`config.mk`:
```
export PLATFORM = sky130hd
export DESIGN_NAME = hqm_rcfwl_gclk_refclkdist_prog
export DESIGN_NICKNAME = d
export VERILOG_FILES = /design/src/rtl/hqm_rcfwl_gclk_refclkdist_pkg.sv /design/src/rtl/hqm_rcfwl_gclk_chdiv.sv /design/src/rtl/hqm_rcfwl_gclk_refclkdist_prog.sv
export SDC_FILE = /design/constraint.sdc
export NUM_CORES = 1
export LEC_CHECK = 0
export ABC_AREA = 1
export BUFFER_PORTS_ARGS = -buffer_cell sky130_fd_sc_hd__buf_4
export CORE_MARGIN = 5
export CORE_UTILIZATION = 45
export CTS_BUF_LIST = sky130_fd_sc_hd__clkbuf_4
export DETAILED_ROUTE_END_ITERATION = 16
export PLACE_DENSITY_LB_ADDON = 0.3
export SYNTH_ARGS = -nofsm -noshare
export SYNTH_HDL_FRONTEND = slang
export SYNTH_SLANG_ARGS = --single-unit
```
`constraint.sdc`:
```
create_clock -name x4clk_in -period 3 [get_ports x4clk_in]
set_input_delay 0.6 -clock x4clk_in [delete_from_list [all_inputs] [get_ports x4clk_in]]
set_output_delay 0.6 -clock x4clk_in [all_outputs]
set_load 0.02 [all_outputs]
```
`src/rtl/hqm_rcfwl_gclk_refclkdist_pkg.sv`:
```
// Shared types and constants for the programmable reference-clock distributor.
package hqm_rcfwl_gclk_refclkdist_pkg;

  localparam int RATIO_W   = 4;
  localparam int MIN_RATIO = 2;
  localparam int DEF_RATIO = 4;

  typedef logic [RATIO_W-1:0] ratio_t;

endpackage

```
`src/rtl/hqm_rcfwl_gclk_chdiv.sv`:
```
// One divided-clock channel: shadowed ratio/enable, period counter, 50% duty output.
module hqm_rcfwl_gclk_chdiv #(
  parameter int DIVW      = 4,
  parameter int RST_RATIO = 4
) (
  input  logic            x4clk_in,
  input  logic            rst_b,
  input  logic            sync_rise,
  input  logic            ch_en,
  input  logic [DIVW-1:0] ch_ratio,
  output logic            ch_clk_out,
  output logic            ch_sync_out
);
  import hqm_rcfwl_gclk_refclkdist_pkg::*;

  logic [DIVW-1:0] cnt_q, cnt_d;
  logic [DIVW-1:0] ratio_q, ratio_d;
  logic [DIVW-1:0] ratio_fix;
  logic            en_q, en_d;
  logic            pos_hi_q, pos_hi_d;
  logic            neg_hi_q;
  logic            sync_pls_q, sync_pls_d;
  logic            wrap;

  always_comb begin
    ratio_fix  = (ch_ratio < DIVW'(MIN_RATIO)) ? DIVW'(MIN_RATIO) : ch_ratio;
    wrap       = (cnt_q >= (ratio_q - 1'b1));
    cnt_d      = cnt_q + 1'b1;
    ratio_d    = ratio_q;
    en_d       = en_q;
    // Shadows only move at a period boundary so the output never runts.
    if (wrap || sync_rise) begin
      cnt_d   = '0;
      ratio_d = ratio_fix;
      en_d    = ch_en;
    end
    pos_hi_d   = en_d & (cnt_d < (ratio_d >> 1));
    sync_pls_d = en_d & (cnt_d == '0);
  end

  always_ff @(posedge x4clk_in or negedge rst_b) begin
    if (!rst_b) begin
      cnt_q      <= '0;
      ratio_q    <= DIVW'(RST_RATIO);
      en_q       <= 1'b0;
      pos_hi_q   <= 1'b0;
      sync_pls_q <= 1'b0;
    end else begin
      cnt_q      <= cnt_d;
      ratio_q    <= ratio_d;
      en_q       <= en_d;
      pos_hi_q   <= pos_hi_d;
      sync_pls_q <= sync_pls_d;
    end
  end

  // Half-cycle extension of the high phase for odd ratios.
  always_ff @(negedge x4clk_in or negedge rst_b) begin
    if (!rst_b) begin
      neg_hi_q <= 1'b0;
    end else begin
      neg_hi_q <= pos_hi_q;
    end
  end

  assign ch_clk_out  = pos_hi_q | (neg_hi_q & ratio_q[0]);
  assign ch_sync_out = sync_pls_q;

endmodule

```
`src/rtl/hqm_rcfwl_gclk_refclkdist_prog.sv`:
```
// Reference-clock distributor: shared sync edge detect feeding NUM_CH programmable dividers.
module hqm_rcfwl_gclk_refclkdist_prog #(
  parameter int NUM_CH    = 4,
  parameter int DIVW      = 4,
  parameter int DEF_RATIO = hqm_rcfwl_gclk_refclkdist_pkg::DEF_RATIO
) (
  input  logic                   x4clk_in,
  input  logic                   rst_b,
  input  logic                   sync,
  input  logic [NUM_CH-1:0]      ch_en,
  input  logic [NUM_CH*DIVW-1:0] ch_ratio,
  output logic                   x4clk_out,
  output logic                   sync_out,
  output logic [NUM_CH-1:0]      ch_clk_out,
  output logic [NUM_CH-1:0]      ch_sync_out,
  output logic                   aligned
);
  import hqm_rcfwl_gclk_refclkdist_pkg::*;

  logic sync_q, sync_q2;
  logic aligned_q, aligned_d;
  logic sync_rise;

  always_comb begin
    sync_rise = sync_q & ~sync_q2;
    aligned_d = aligned_q | sync_rise;
  end

  always_ff @(posedge x4clk_in or negedge rst_b) begin
    if (!rst_b) begin
      sync_q    <= 1'b0;
      sync_q2   <= 1'b0;
      aligned_q <= 1'b0;
    end else begin
      sync_q    <= sync;
      sync_q2   <= sync_q;
      aligned_q <= aligned_d;
    end
  end

  for (genvar g = 0; g < NUM_CH; g++) begin : g_ch
    hqm_rcfwl_gclk_chdiv #(
      .DIVW      (DIVW),
      .RST_RATIO (DEF_RATIO)
    ) u_chdiv (
      .x4clk_in    (x4clk_in),
      .rst_b       (rst_b),
      .sync_rise   (sync_rise),
      .ch_en       (ch_en[g]),
      .ch_ratio    (ch_ratio[g*DIVW +: DIVW]),
      .ch_clk_out  (ch_clk_out[g]),
      .ch_sync_out (ch_sync_out[g])
    );
  end

  assign x4clk_out = x4clk_in;
  assign sync_out  = sync_q;
  assign aligned   = aligned_q;

endmodule

```
==> impl_metrics.csv <==
group,metric,value,unit
routing,vias,2070,
yosys,yosys.area.top_type,"dfrtp_1",
yosys,syn-cell-area,3080,um^2
timing,setup_violations,4,
setup_path,arrival,2610,ps
yosys,synth-async-reset-ratio,100,%
routing,viasPerCell,4.73,
global_route,met2_usage,23.0,%
yosys,ys.flop_type,"dfrtp_1",
power_and_ir_drop,power_leakage,1.88,nW
routing,first_iter_violations,21,
hold_path,holdPathEnd,"sync_out$_DFF_PN0_",
timing,report.final.slew_viol_count,0,
setup_path,end_kind,"output pin",
placement,gp_congestion,0.754,
setup_path,rrSetupSlack,500,ps
final_layout,final_nets,412,
global_route,grt_pass1_vias,2138,
cts,cts_tree,"done",
setup_path,worstReg2RegEnd,"g_ch[3].u_chdiv.pos_hi_q$_DFF_PN0_",
yosys,synth.net_count,375,
floorplan,core_area,6720,um^2
cts,cts.clk_slew.worst_paths,140,ps
hold_path,whs_path_depth,1,
yosys,ys_types,35,
routing,drc_errors,0,
global_route,antenna_found_initial,0,
global_route,grt-ovfl-total,0,
setup_path,worst-setup-path-type,"reg2out",
timing,hold_viol,0,
power_and_ir_drop,vdd_ir_drop_max,0.348,mV
routing,ant_nets,0,
setup_path,reg2reg_from,"g_ch[3].u_chdiv.ratio_q[0]$_DFFE_PN0N_",
power_and_ir_drop,p_per_area,1120,nW/um^2
placement,dpl-instance-area,3370,um^2
placement,hpwl,4180,um
yosys,yosys.area.top_type_share,35.0,%
status,status,"finished with violations",
setup_path,reg2reg_depth,10,
yosys,synth.ff_latch_count,51,
setup_path,crit_required,2400,ps
yosys,synth_commonest_cells,"nand2_1, inv_1, dfrtp_1",
floorplan,rows,30,
floorplan,fp.dieArea,8590,um^2
cts,cts_setup_buffers,0,
yosys,synth.most_common_cell,"nand2_1",
yosys,synth-edff-count,0,
global_route,grt_max_degree,25,
timing,tightest_slew,309,ps
yosys,yosysSeqAreaShare,41.7,%
yosys,netlist_instances,320,
yosys,avgSynthCellArea,9.61,um^2
routing,avgRoutedWirePerCell,11.9,um
global_route,grt_pass1_wl,9360,um
floorplan,initial_utilization,45.8,%
timing,rsz0062_at_grt,"true",
yosys,synthTopCellsByArea,"dfrtp_1, ha_1, nand2_1",
hold_path,min_from,"sync",
cts,clock_latency,470,ps
global_route,gr-usage-met1,16.3,%
final_layout,final_cell_area,3470,um^2
final_layout,drive_gt1_share,29.9,%
timing,setup_slack,-209,ps
job,cap_violations,0,
timing,finalClockSkew,9.25,ps
setup_path,worstSetupStartpointType,"register",
placement,io_buffers,33,
global_route,grt-busiest-layer,"met2",
hold_path,min_path_type,"in2reg",
final_layout,fin_cells,438,
final_layout,area_growth,12.9,%
routing,dr.pass1.iters,6,
global_route,grt_use_total,13.6,%
status,violations,"negative setup slack",
floorplan,die_h,92.7,um
power_and_ir_drop,total_power,3.88,mW
yosys,yosysWarnings,0,
final_layout,diodes,0,
global_route,use_met3,3.17,%
routing,wirelength,5230,um
floorplan,die_w,92.7,um
timing,maxSlewHeadroom,79.3,%
placement,place_inst,426,
floorplan,pin_count,34,
setup_path,path_max_fanout,1,
## layout by cell type (no fill, tap or decap), types with 3 or more instances in the layout
cell type,n
nand3_1,16
nand2_2,7
xnor2_1,8
a21o_1,4
ha_1,32
inv_2,10
o311ai_0,4
dfrtp_1,43
nor2_1,15
and2_1,4
clkinv_2,3
or2_1,9
inv_1,46
o21ai_2,8
clkbuf_4,8
a21oi_2,4
dfstp_2,4
dfrtn_1,4
buf_4,31
nor3_2,4
nand2_1,47
nand2_4,8
o21ai_0,4
xor2_1,6
nor3_1,4
buf_6,4
## how the worst max path moves through the flow
stage	start	endpoint	slack (ps)	cells past startpoint
2_1_floorplan	g_ch[0].u_chdiv.neg_hi_q$_DFF_NN0_	ch_clk_out[0]	290	2
3_3_place_gp	g_ch[1].u_chdiv.neg_hi_q$_DFF_NN0_	ch_clk_out[1]	280	2
3_5_place_dp	g_ch[0].u_chdiv.neg_hi_q$_DFF_NN0_	ch_clk_out[0]	260	2
4_1_cts	g_ch[0].u_chdiv.neg_hi_q$_DFF_NN0_	ch_clk_out[0]	-240	2
5_1_grt	g_ch[0].u_chdiv.neg_hi_q$_DFF_NN0_	ch_clk_out[0]	-280	2
6_report	g_ch[0].u_chdiv.neg_hi_q$_DFF_NN0_	ch_clk_out[0]	-210	2
## stage by stage
stage	setup WS (ps)	hold slack, ps	utilization (%)	TNS, ps
2_1_floorplan	289	304	-	0
3_3_place_gp	282	451	50.2	0
3_5_place_dp	262	457	50.2	0
4_1_cts	-236	192	51.7	-912
5_1_grt	-284	167	51.7	-1100
6_report	-209	222	51.7	-804
## cell families after synthesis
| logic type | count (synthesis) | share of synthesized area, % |
|---|---|---|
| buffers and inverters | 67 | 9.44 |
| AO/OA/AOI/OAI | 25 | 6.35 |
| flip-flops | 51 | 41.7 |
| AND/OR/NAND/NOR | 131 | 25.5 |
| adder cells (fa/ha/maj) | 32 | 13.0 |
| XOR/XNOR | 14 | 3.99 |
## flip-flops by register name (all words and copies together), names as in the netlist
name / flops
sync_out: 1
g_ch.u_chdiv.pos_hi_q: 4
g_ch.u_chdiv.cnt_q: 16
aligned: 1
sync_q2: 1
g_ch.u_chdiv.en_q: 4
g_ch.u_chdiv.ratio_q: 16
g_ch.u_chdiv.ch_sync_out: 4
g_ch.u_chdiv.neg_hi_q: 4
## report_power, final
part           switching, mW  internal, mW  total, mW
Clock                  0.253         0.149      0.402
Sequential             0.200         0.997       1.20
Combinational           1.34         0.947       2.28
## critical path, stage by stage (launching register included)
cell and delay, ps:
dfrtn_1 410, a21o_1 120, buf_6 110
## routing by layer
metal / wire length, um / up-vias
met3: 171 / 8
met1: 2380 / 963
met4: 87 / 0
li1: - / 1072
met2: 2580 / 27
met5: 0 / -
## layout make-up
class | instances | area [um^2]
Sequential cell | 51 | 1280
Inverter | 58 | 223
Fill cell | 623 | 3250
Tap cell | 80 | 100
Clock inverter | 3 | 15.0
Timing Repair Buffer | 35 | 280
Multi-Input combinational cell | 202 | 1500
Clock buffer | 9 | 67.6
## timing repair
action	4_1_cts	5_1_grt
hold buffers	1	0
setup endpoints to repair	4	4
gates resized for setup	4	0
pin swaps	4	0
hold endpoints to repair	9	0
Note: power is estimated with default switching activity, not from simulation.
